`config.mk`:
```
export PLATFORM = sky130hd
export DESIGN_NAME = vga_scanout
export DESIGN_NICKNAME = d
export VERILOG_FILES = /design/src/rtl/vga_scanout.sv
export SDC_FILE = /design/constraint.sdc
export NUM_CORES = 1
export LEC_CHECK = 0
export ABC_AREA = 0
export CORE_ASPECT_RATIO = 1.1
export CORE_MARGIN = 8
export CORE_UTILIZATION = 57
export DETAILED_ROUTE_END_ITERATION = 16
export PLACE_DENSITY = 0.87
export SYNTH_ARGS = -nofsm -noshare
export SYNTH_HDL_FRONTEND = slang
export SYNTH_SLANG_ARGS = --single-unit
```
`constraint.sdc`:
```
create_clock -name i_clk -period 4.1 [get_ports i_clk]
set_clock_uncertainty 0.1 [all_clocks]
set_input_delay 1.025 -clock i_clk [delete_from_list [all_inputs] [get_ports i_clk]]
set_output_delay 1.025 -clock i_clk [all_outputs]
set_load 0.05 [all_outputs]
```
`src/rtl/vga_scanout.sv`:
```
// VGA raster generator with cell-address fetch. Sync/active flags ride a delay line
// matched to the read latency, so colour, syncs and pulses leave aligned per pixel.
module vga_scanout #(
  parameter int   BPP      = 2,
  parameter int   H_ACTIVE = 640,
  parameter int   H_FP     = 16,
  parameter int   H_SYNC   = 96,
  parameter int   H_BP     = 48,
  parameter int   V_ACTIVE = 480,
  parameter int   V_FP     = 10,
  parameter int   V_SYNC   = 2,
  parameter int   V_BP     = 33,
  parameter logic HS_POL   = 1'b0,
  parameter logic VS_POL   = 1'b0,
  parameter int   XSHIFT   = 4,
  parameter int   YSHIFT   = 4,
  parameter int   LATENCY  = 1,
  localparam int  HTOTAL   = H_ACTIVE + H_FP + H_SYNC + H_BP,
  localparam int  VTOTAL   = V_ACTIVE + V_FP + V_SYNC + V_BP,
  localparam int  HW_RAW   = $clog2(HTOTAL),
  localparam int  VW_RAW   = $clog2(VTOTAL),
  localparam int  HW       = (HW_RAW < 1) ? 1 : HW_RAW,
  localparam int  VW       = (VW_RAW < 1) ? 1 : VW_RAW,
  localparam int  XW_RAW   = $clog2(H_ACTIVE >> XSHIFT),
  localparam int  YW_RAW   = $clog2(V_ACTIVE >> YSHIFT),
  localparam int  XW       = (XW_RAW < 1) ? 1 : XW_RAW,
  localparam int  YW       = (YW_RAW < 1) ? 1 : YW_RAW
) (
  input  logic             i_clk,
  input  logic             i_reset,
  input  logic             i_pix_en,
  output logic [XW-1:0]    o_rd_x,
  output logic [YW-1:0]    o_rd_y,
  output logic             o_rd_valid,
  input  logic [3*BPP-1:0] i_rd_data,
  output logic [BPP-1:0]   o_vga_red,
  output logic [BPP-1:0]   o_vga_grn,
  output logic [BPP-1:0]   o_vga_blu,
  output logic             o_vga_hsync,
  output logic             o_vga_vsync,
  output logic             o_vga_active,
  output logic             o_frame_start,
  output logic             o_line_start
);

  localparam int HS_START = H_ACTIVE + H_FP;
  localparam int HS_END   = H_ACTIVE + H_FP + H_SYNC;
  localparam int VS_START = V_ACTIVE + V_FP;
  localparam int VS_END   = V_ACTIVE + V_FP + V_SYNC;

  localparam logic [HW-1:0] H_LAST = HW'(HTOTAL - 1);
  localparam logic [VW-1:0] V_LAST = VW'(VTOTAL - 1);

  typedef struct packed {
    logic active;
    logic hsync;
    logic vsync;
    logic line_first;
    logic frame_first;
  } stage_t;

  logic [HW-1:0] r_hcount;
  logic [VW-1:0] r_vcount;

  logic   w_h_act;
  logic   w_v_act;
  logic   w_active;
  stage_t w_stage;
  stage_t w_tail;

  stage_t r_pipe [LATENCY];

  logic [XW-1:0]    r_rd_x;
  logic [YW-1:0]    r_rd_y;
  logic             r_rd_valid;
  logic [3*BPP-1:0] r_colour;
  logic             r_hsync;
  logic             r_vsync;
  logic             r_active;
  logic             r_line_start;
  logic             r_frame_start;

  // Raster position of the pixel whose address is issued on the next enabled edge.
  always_ff @(posedge i_clk or posedge i_reset) begin
    if (i_reset) begin
      r_hcount <= '0;
      r_vcount <= '0;
    end else if (i_pix_en) begin
      if (r_hcount == H_LAST) begin
        r_hcount <= '0;
        if (r_vcount == V_LAST) begin
          r_vcount <= '0;
        end else begin
          r_vcount <= r_vcount + 1'b1;
        end
      end else begin
        r_hcount <= r_hcount + 1'b1;
      end
    end
  end

  assign w_h_act  = (32'(r_hcount) < 32'(H_ACTIVE));
  assign w_v_act  = (32'(r_vcount) < 32'(V_ACTIVE));
  assign w_active = w_h_act && w_v_act;

  assign w_stage.active      = w_active;
  assign w_stage.hsync       = (32'(r_hcount) >= 32'(HS_START)) && (32'(r_hcount) < 32'(HS_END));
  assign w_stage.vsync       = (32'(r_vcount) >= 32'(VS_START)) && (32'(r_vcount) < 32'(VS_END));
  assign w_stage.line_first  = (r_hcount == '0);
  assign w_stage.frame_first = (r_hcount == '0) && (r_vcount == '0);

  always_ff @(posedge i_clk or posedge i_reset) begin
    if (i_reset) begin
      r_rd_x     <= '0;
      r_rd_y     <= '0;
      r_rd_valid <= 1'b0;
    end else if (i_pix_en) begin
      r_rd_valid <= w_active;
      r_rd_x     <= w_active ? XW'(r_hcount >> XSHIFT) : '0;
      r_rd_y     <= w_active ? YW'(r_vcount >> YSHIFT) : '0;
    end
  end

  // Stage 0 loads alongside the address; the output registers form the last stage.
  always_ff @(posedge i_clk or posedge i_reset) begin
    if (i_reset) begin
      for (int i = 0; i < LATENCY; i++) begin
        r_pipe[i] <= '0;
      end
    end else if (i_pix_en) begin
      r_pipe[0] <= w_stage;
      for (int i = 1; i < LATENCY; i++) begin
        r_pipe[i] <= r_pipe[i-1];
      end
    end
  end

  assign w_tail = r_pipe[LATENCY-1];

  always_ff @(posedge i_clk or posedge i_reset) begin
    if (i_reset) begin
      r_colour <= '0;
      r_hsync  <= ~HS_POL;
      r_vsync  <= ~VS_POL;
      r_active <= 1'b0;
    end else if (i_pix_en) begin
      r_colour <= w_tail.active ? i_rd_data : '0;
      r_hsync  <= w_tail.hsync ? HS_POL : ~HS_POL;
      r_vsync  <= w_tail.vsync ? VS_POL : ~VS_POL;
      r_active <= w_tail.active;
    end
  end

  // Pulses re-evaluate every clk so a disabled cycle always drops them.
  always_ff @(posedge i_clk or posedge i_reset) begin
    if (i_reset) begin
      r_line_start  <= 1'b0;
      r_frame_start <= 1'b0;
    end else begin
      r_line_start  <= i_pix_en && w_tail.line_first;
      r_frame_start <= i_pix_en && w_tail.frame_first;
    end
  end

  assign o_rd_x        = r_rd_x;
  assign o_rd_y        = r_rd_y;
  assign o_rd_valid    = r_rd_valid;
  assign o_vga_red     = r_colour[3*BPP-1:2*BPP];
  assign o_vga_grn     = r_colour[2*BPP-1:BPP];
  assign o_vga_blu     = r_colour[BPP-1:0];
  assign o_vga_hsync   = r_hsync;
  assign o_vga_vsync   = r_vsync;
  assign o_vga_active  = r_active;
  assign o_line_start  = r_line_start;
  assign o_frame_start = r_frame_start;

endmodule

```
After elaboration in Yosys (flattened, before gate mapping)
Index checks and enable logic that the tools add are counted.
{ "word_totals": {"reg_bits": 47, "inputBits": 9, "word_cells": 41, "out_inout_bits": 23} }
{ "classes": {"magnitude_cmp": 6, "addsub": 2, "eq_ne": 2, "reduce_logical": 9, "n_mux": 7} }
{ "ops": {"columns": ["op", "n"], "rows": [
  ["10-bit by 1-bit adder with 10-bit output (second input constant)", 2],
  ["10-bit equality test (second input constant)", 2],
  ["10-bit logical NOT", 2],
  ["10-bit < comparator (second input constant)", 2],
  ["10-bit by 9-bit < comparator with 1-bit output (second input constant)", 2],
  ["10-bit two-way mux", 2],
  ["6-bit two-way mux", 2],
  ["10-bit >= comparator (second input constant)", 1],
  ["10-bit by 9-bit >= comparator with 1-bit output (second input constant)", 1],
  ["1-bit logical AND", 6],
  ["5-bit two-way mux", 1],
  ["1-bit two-way mux", 2],
  ["2-bit AND reduction", 1]
]} }

Depth between registers and ports, before layout
Gate-level depths: netlist of the first run.
{ "depth": {"word_depth": 3, "depth_mapped": 6, "ltp_nobuf": 6} }

Least setup slack after synthesis of the first run
No wires, ideal clock.
{ "synth_path": {"path_type": "in2reg", "start": "input i_pix_en", "end": "register r_vcount[4]", "path_slack_ns": 1.928, "required_time_ns": 3.934, "arrival_time_ns": 2.006, "stages": 5, "setup_time_ns": 0.066, "n_path_buf": 1, "cell_sequence": "and4_2 -> nand3_2 -> buf_6 -> or4b_1 -> nand2_1"} }
{ "synth_via": {"elab_chain_cells": 1} }
{ "synth_lines": {"columns": ["element", "line", "rtl"], "rows": [
  ["start, declared", "31", "input logic i_pix_en,"],
  ["2-bit AND reduction (no source line)", null, null],
  ["end signal, assigned", "94", "r_vcount <= r_vcount + 1'b1;"],
  ["end, declared", "63", "logic [VW-1:0] r_vcount;"]
]} }
Every way passes these cells.
A chain may end at the register's enable or synchronous reset.

Final worst setup path of the first run
{ "layout_path": {"start": "input i_pix_en", "end": "register r_vcount[9]"} }
The elaborated chain is that of the path after synthesis.

==> results by group, run 1 <==
Placement
  • Setup slack at placement: 878 ps
  • GP Congestion: 0.828
  • Dpl cells: 254
  • Hpwl dp: 3300 um
  • Port Buf Inserts: 31

Route
  • Post-route ant nets: 0
  • Routed via count: 1573
  • WL per Instance: 17.6 um
  • Total Wirelength: 4620 um
  • Drt first pass iters: 4
  • Iter 0 DRT Violations: 140
  • DR DRC count: 0
  • Vias/cell: 6.00

Timing
  • Final setup fails: 0
  • Worst Tran Pin Value: 894 ps
  • Max Slew Vio Count: 0
  • RSZ-0062 raised after global routing: false
  • Relative slew slack: 0.400
  • Post-route worst setup slack: 1160 ps
  • Fin crit share: 0.717
  • Post-layout min period: 2940 ps
  • Highest Clock Rate: 340 MHz
  • WHS: 333 ps
  • Final number of hold-violating endpoints: 0
  • TNS Setup: 0 ps

Pwr
  • Seq pwr share: 0.477
  • Worst vdd ir: 0.321 mV
  • P_leak: 1.13 nW
  • Sw Pwr: 0.379 mW
  • Combinational power share: 0.210
  • Int Pwr: 0.870 mW
  • Sw Share: 0.303
  • Clock share of power: 0.313
  • Pwr Density: 496 nW/um^2

Synthesis
  • Cell count after synthesis: 181
  • Most frequent cell after synthesis: dfrtp_1
  • Register area share after synthesis: 0.574
  • Ranking of synthesized cells by area: dfrtp_1 (55%), a22o_1 (6.8%), xnor2_1 (3.0%)
  • Top_reg_cell synth: dfrtp_1
  • Asr flop ratio synth: 1.00
  • Syn nets: 194
  • Avg Cell Area, Syn: 11.4 sq um
  • Cell Area, Synth: 2050 sq um
  • Post-synthesis cell type count: 42
  • Synth Register Bits: 47
  • Post-synth EDFFs: 0
  • Top cells by count, synth: dfrtp_1 (45), a22o_1 (16), nand2_1 (11), nand3_1 (11), o21ai_0 (11)
  • Synth warn: 0
  • Synth top area share: 0.548
  • Largest area contributor in the netlist: dfrtp_1

Worst setup path
  • Req. time, crit path: 4220 ps
  • Worst Path Max Fanout: 14
  • CP Launch Type: input port
  • Arrival @ worst endpoint: 3060 ps
  • Origin of the critical flop-to-flop path: r_hcount[0]$_DFFE_PP0P_
  • R2r setup slk: 2110 ps
  • Worst reg2reg endpoint: r_vcount[9]$_DFFE_PP0P_
  • R2R depth: 5
  • CP Class: input port to register
  • Crit end category: register
  • Setup crit start: i_pix_en
  • Worst Setup EP: r_vcount[9]$_DFFE_PP0P_

Clock tree
  • Skew-Pair Late Insertion Delay: 290 ps
  • Clock transition at path regs: 80 ps
  • CTS buffer count: 5
  • Cts hold-fix bufs: 0
  • CTS sink count: 47
  • Post-CTS Setup Bufs: 0
  • H-tree depth: 2
  • Post-CTS sizing: 0
  • CTS tree: built
  • CTS root buf: clkbuf_8
  • Clock Path Buffers: 2

Layout
  • Antenna diode count: 0
  • P&R area growth vs syn: 22.5%
  • Share of post-route cells with drive strength above 1: 0.0660
  • Layout Cells excl Fill: 262
  • Post-layout utilization of the core: 0.711
  • Post-layout net count: 224

Floorplan
  • IO Count: 32
  • Die Height: 79.0 um
  • Die W: 73.2 um
  • Full die area: 5780 sq um
  • Core area: 3540 sq um
  • Row count: 23
  • Starting Density: 0.580

Outcome
  • Outcome: finished clean

Global routing
  • Global-route wire length before repair: 7600 um
  • Pin count of the biggest net entering global routing: 29
  • Remaining Overflow, GRT: 0
  • Initial antenna violation count: 0
  • Vias in the first global route: 1531
  • Total global-route track usage: 0.170

Worst hold path
  • Worst Hold Depth: 1
  • Worst min-delay path class: register to register

Flow run
  • MaxCap Viol Count: 0
layout make-up:
type,instances,area [sq um]
sequential,47,1180
fill,251,1020
multi-input combinational,117,796
timing repair buffer,32,318
clock buffer,6,72.6
tap,50,62.6
clock inverter,2,60.1
inverter,8,30.0
state kept, by name, indices dropped and copies added, names as in the netlist:
register and count:
r_pipe 5, o_vga_vsync 1, o_rd_y 5, o_vga_hsync 1
r_hcount 10, o_frame_start 1, r_vcount 10, o_vga_active 1
r_colour 6, o_line_start 1, o_rd_x 6
layout by cell type, fill, tap and decap left out, types with 2 or more instances in the layout:
cell             synthesis  final
dfrtp_1                 45     45
clkdlybuf4s50_1          0     31
a22o_1                  16     16
nand3_1                 11     11
nand2_1                 11     11
o21ai_0                 11     11
nor2_1                   9      9
xnor2_1                  7      7
inv_1                    7      6
and3_1                   5      5
clkbuf_8                 0      5
xor2_1                   4      4
nand4_1                  4      4
a21oi_1                  4      4
a21o_1                   4      4
ha_1                     4      4
and4b_1                  2      2
and4_1                   2      2
and2_1                   2      2
nand4b_1                 2      2
nor4_1                   2      2
nor3_1                   2      2
bufinv_16                0      2
dfstp_2                  2      2
power by group through the flow:
stage	sequential (mW)	combinational [mW]	clock, mW
after global placement	0.591	0.253	0
after CTS	0.593	0.265	0.397
final	0.595	0.263	0.391
after detailed placement	0.601	0.263	0
after global routing	0.602	0.282	0.419
after floorplan	0.638	0.143	0
cell families after synthesis:
kind of cell / Yosys count / share of synthesized area
AND/OR/NAND/NOR: 61 / 0.172
flip-flops: 47 / 0.574
AO/OA/AOI/OAI: 40 / 0.139
buffers and inverters: 17 / 0.0390
XOR/XNOR: 11 / 0.0469
adder cells (fa/ha/maj): 4 / 0.0244
multiplexers: 1 / 0.00487
through the flow:
stage | area [sq um] | power, mW
floorplan | 2050 | 0.781
global placement | 2380 | 0.844
detailed placement | 2380 | 0.864
CTS | 2520 | 1.25
global route | 2520 | 1.30
finish | 2520 | 1.25
routing by layer:
layer | up-vias | GRT usage | routed length [um]
li1 | 709 | - | -
met1 | 764 | 0.193 | 1870
met2 | 80 | 0.287 | 2250
met3 | 20 | 0.0529 | 334
met4 | 0 | 0.0741 | 163
met5 | - | 0 | 0
critical path, stage by stage:
cell             delay, ps
clkdlybuf4s50_1        770
and4_2                 370
nand3_2                180
or4_1                  540
a21oi_1                160
worst min-delay path by stage:
stage                                     start                      end  slack [ps]
after floorplan           r_pipe[2]$_DFFE_PP0P_  o_vga_vsync$_DFFE_PP1P_         290
after global placement    r_pipe[2]$_DFFE_PP0P_  o_vga_vsync$_DFFE_PP1P_         300
after detailed placement  r_pipe[3]$_DFFE_PP0P_  o_vga_hsync$_DFFE_PP1P_         320
after CTS                 r_pipe[3]$_DFFE_PP0P_  o_vga_hsync$_DFFE_PP1P_         330
after global routing      r_pipe[3]$_DFFE_PP0P_  o_vga_hsync$_DFFE_PP1P_         370
final                     r_pipe[3]$_DFFE_PP0P_  o_vga_hsync$_DFFE_PP1P_         330
Power figures use the tool's default switching activity.
==> run 2, diff against run 1 <==
--- a/config.mk
+++ b/config.mk
@@ -8,9 +8,9 @@
 export ABC_AREA = 0
 export CORE_ASPECT_RATIO = 1.1
 export CORE_MARGIN = 8
-export CORE_UTILIZATION = 57
+export CORE_UTILIZATION = 48
 export DETAILED_ROUTE_END_ITERATION = 16
-export PLACE_DENSITY = 0.87
+export PLACE_DENSITY = 0.78
 export SYNTH_ARGS = -nofsm -noshare
 export SYNTH_HDL_FRONTEND = slang
 export SYNTH_SLANG_ARGS = --single-unit
==> constraint.sdc (replaced) <==
create_clock -name i_clk -period 2.5 [get_ports i_clk]
set_clock_uncertainty 0.1 [all_clocks]
set_input_delay 0.625 -clock i_clk [delete_from_list [all_inputs] [get_ports i_clk]]
set_output_delay 0.625 -clock i_clk [all_outputs]
set_load 0.05 [all_outputs]
==> run 2 against run 1 <==
  * Sequential power increased by 63%
  * Total power rose by 48%
  * Final cell count rose by 3.1%
  * Critical path type is now register to output pin
  * Combinational power is 62% higher
==> results by group, run 2 (synthesis results as in run 1) <==
Outcome
  • Outcome: finished clean

Route
  • Post-route ant nets: 0
  • DR DRC count: 0
  • Routed via count: 1468
  • Iter 0 DRT Violations: 129
  • WL per Instance: 14.9 um
  • Total Wirelength: 4020 um
  • Vias/cell: 5.44
  • Drt first pass iters: 6

Timing
  • Max Slew Vio Count: 0
  • Worst Tran Pin Value: 518 ps
  • Post-layout min period: 2350 ps
  • Final setup fails: 0
  • RSZ-0062 raised after global routing: false
  • Relative slew slack: 0.654
  • Highest Clock Rate: 425 MHz
  • TNS Setup: 0 ps
  • Fin crit share: 0.941
  • Post-route worst setup slack: 147 ps
  • Final number of hold-violating endpoints: 0

Placement
  • Dpl cells: 262
  • Setup slack at placement: 180 ps
  • Port Buf Inserts: 31
  • GP Congestion: 0.819
  • Hpwl dp: 2940 um
  • Placed cell area: 2430 sq um

Worst setup path
  • Arrival @ worst endpoint: 1630 ps
  • Buf+Inv Stages, Crit Path: 1
  • Worst path cell trace: clkdlybuf4s50_1
  • Req. time, crit path: 1770 ps
  • Crit path max-delay family: buffers and inverters
  • CP Class: register to output pin
  • CP Launch Type: register
  • Slowest CP cell: clkdlybuf4s50_1
  • Worst reg2reg endpoint: r_vcount[9]$_DFFE_PP0P_
  • Worst Path Max Fanout: 2
  • R2r setup slk: 630 ps
  • Crit end category: output pin
  • Origin of the critical flop-to-flop path: r_hcount[0]$_DFFE_PP0P_
  • Max stage delay on crit path: 800 ps
  • R2R depth: 5

Global routing
  • Total global-route track usage: 0.129
  • Pin count of the biggest net entering global routing: 48
  • Global-route wire length before repair: 7010 um
  • Vias in the first global route: 1461
  • Initial antenna violation count: 0
  • Remaining Overflow, GRT: 0

Clock tree
  • H-tree depth: 2
  • Post-CTS sizing: 0
  • Clock transition at path regs: 80 ps
  • CTS sink count: 47
  • Cts hold-fix bufs: 0
  • Skew-Pair Late Insertion Delay: 290 ps
  • Clock Path Buffers: 2
  • CTS tree: built
  • CTS root buf: clkbuf_8
  • CTS buffer count: 5
  • Post-CTS Setup Bufs: 0

Flow run
  • MaxCap Viol Count: 0

Floorplan
  • Row count: 25
  • Full die area: 6630 sq um
  • IO Count: 32
  • Die Height: 84.6 um
  • Starting Density: 0.487
  • Die W: 78.4 um
  • Core area: 4220 sq um

Pwr
  • P_leak: 1.14 nW
  • Pwr Density: 734 nW/um^2
  • Worst vdd ir: 0.393 mV

Layout
  • Antenna diode count: 0
  • Design area: 2520 sq um
  • Post-layout utilization of the core: 0.598
  • Share of post-route cells with drive strength above 1: 0.0880
  • Biggest regs: r_hcount x10, r_vcount x10
  • Commonest non-fill, non-tap cell in the layout: dfrtp_1
  • Most frequent cells in the layout: dfrtp_1 (45), clkdlybuf4s50_1 (31), a22o_1 (16)
  • P&R area growth vs syn: 22.8%
  • Layout Cells excl Fill: 270
  • Post-layout net count: 228

Worst hold path
  • Worst min-delay path class: register to register
  • Worst min-delay path startpoint: r_pipe[3]$_DFFE_PP0P_
  • Worst Hold Depth: 1
  • Hold EP: o_vga_hsync$_DFFE_PP1P_
[run 2: how the worst max path moves through the flow]
| stage | from | end | depth (start not counted) |
|---|---|---|---|
| floorplan | i_reset | o_frame_start$_DFF_PP0_ | 1 |
| global placement | i_pix_en | r_vcount[9]$_DFFE_PP0P_ | 5 |
| detailed placement | i_pix_en | r_vcount[9]$_DFFE_PP0P_ | 5 |
| CTS | o_vga_vsync$_DFFE_PP1P_ | o_vga_vsync | 1 |
| global route | o_vga_vsync$_DFFE_PP1P_ | o_vga_vsync | 1 |
| finish | o_vga_hsync$_DFFE_PP1P_ | o_vga_hsync | 1 |
[run 2: layout make-up]
class,instances,area [sq um]
flip-flops and latches,47,1180
repair buffers,36,360
inverters,8,30.0
multi-input cells,117,796
well taps,54,67.6
fillers,350,1700
clock buffers,7,86.3
clock inverters,1,5.00
[run 2: metal layers]
layer,part of all wire,track usage,vias to the layer above
met1,0.47,0.168,708
li1,-,-,723
met2,0.47,0.201,33
met3,0.052,0.0321,4
met5,0,0,-
met4,0.014,0.0455,0
[run 2: through the flow]
step / hold slack (ps) / total power, mW
2_1_floorplan: 291 / 1.28
6_report: 328 / 1.85
3_3_place_gp: 298 / 1.40
3_5_place_dp: 321 / 1.41
4_1_cts: 330 / 1.87
5_1_grt: 352 / 1.96
[run 2: power by group]
part           switching (mW)  internal (mW)
combinational           0.246          0.181
sequential              0.118          0.851
clock                   0.233          0.223
total                   0.597           1.26
==> run 3, diff against run 2 <==
--- a/config.mk
+++ b/config.mk
@@ -10,6 +10,7 @@
 export CORE_MARGIN = 8
 export CORE_UTILIZATION = 48
 export DETAILED_ROUTE_END_ITERATION = 16
+export GPL_ROUTABILITY_DRIVEN = 0
 export PLACE_DENSITY = 0.78
 export SYNTH_ARGS = -nofsm -noshare
 export SYNTH_HDL_FRONTEND = slang
==> results of run 3 <==
The final DEF is identical to that of run 2; final timing and power are the same.
==> RTL change: new RTL, flow settings as in run 1 <==
`H_SYNC`: 96 -> 192.
--- a/src/rtl/vga_scanout.sv
+++ b/src/rtl/vga_scanout.sv
@@ -6,3 +6,3 @@
   parameter int   H_FP     = 16,
-  parameter int   H_SYNC   = 96,
+  parameter int   H_SYNC   = 192,
   parameter int   H_BP     = 48,
Check against the original RTL: same outputs for any inputs over 10 cycles, from zero or initial values and one cycle with i_reset high; that may be too few to reach the edited logic, so the function may still have changed.
==> RTL change against run 1 <==
- die area rose by 3.2%
- area after synthesis rose by 4.0%
- final area rose by 2.1%
- total power fell by 14%
- non-clock buffer count did not move
- sequential cell count did not move
- wire length barely moved
- global-route usage fell by 0.14 points
- core utilization fell by 0.21 points
- setup slack got worse by 0.046 ns
- largest cell class unchanged
==> RTL change: results (changes against run 1) <==
Hold WS -> 0.340 ns (+0.00727 ns)
Switch Pwr -> 346 uW (-8.7%)
final std cells w/o fill -> 269 (+2.7%)
nets -> 231 (+3.1%)
Slew headroom -> 47.0% (+7.0 points)
layout cells sized above 1 -> 8.68% (+2.1 points)
Crit path max-delay family -> buffers and inverters
Worst Path Max Fanout -> 28 (+14)
Seq/Total Area, Yosys -> 55.2% (-2.2 points)
leakage power -> 1.14 nW (+0.56%)
VDD IR max -> 0.238 mV (-26%)
Synth Instances -> 189 (+4.4%)
dpl cells -> 261 (+2.8%)
worst path arrival time -> 3.13 ns (+0.07 ns)
Flop+latch power -> 570 uW (-4.2%)
ranking of synthesized cells by area -> dfrtp_1 (53%), a22o_1 (7.0%), nand3_1 (3.5%)
top post-synthesis cells by count -> dfrtp_1 (45), a22o_1 (17), nand3_1 (15)
Combinational Power Share -> 19.7% (-1.3 points)
reg2reg path depth -> 4 (-1)
status -> finished, final reports clean
library cells used by synthesis -> 41 (-2.4%)
DR WL/cell -> 17.2 um (-2.7%)
post-placement setup slack -> 0.861 ns (-0.0170 ns)
syn nets -> 202 (+4.1%)
M1 GR Usage -> 19.4% (+0.080 points)
Global Route Usage Sum -> 16.9% (-0.14 points)
final cycle utilization of the critical path -> 72.9% (+1.1 points)
Vias/cell -> 5.81 (-3.3%)
## RTL change: changes by cell type in the layout (fill, tap and decap cells not counted), sizes merged, moves of 2 or more
cell    delta
nor4       +3
nor2       -2
nand3b     +2
o22ai      +2
bufinv     -2
and4b      -2
inv        +2
nand3      +3
a21oi      -2
## RTL change: cell type report
cell class | instances | area, um2
multi-input cells | 122 | 876
fillers | 269 | 1050
clock inverters | 2 | 16.3
repair buffers | 32 | 318
inverters | 10 | 37.5
flip-flops and latches | 47 | 1180
clock buffers | 6 | 82.6
well taps | 50 | 62.6
## RTL change: kinds of logic (layout without fill, tap and decap cells)
group	after synthesis	count (layout)	share of synthesized area [%]
simple gates	66	66	20.0
flops	47	47	55.2
compound gates	40	40	13.6
buf+inv	20	50	3.86
xor+xnor	10	10	4.10
fa+ha+maj	4	4	2.34
mux	2	2	0.937
## RTL change: worst register-to-register path: stages, from the launching register on
cell	delay (ns)
dfrtp_1	0.47
and3_1	0.25
and2_1	0.21
nor4b_4	0.57
a22o_1	0.24
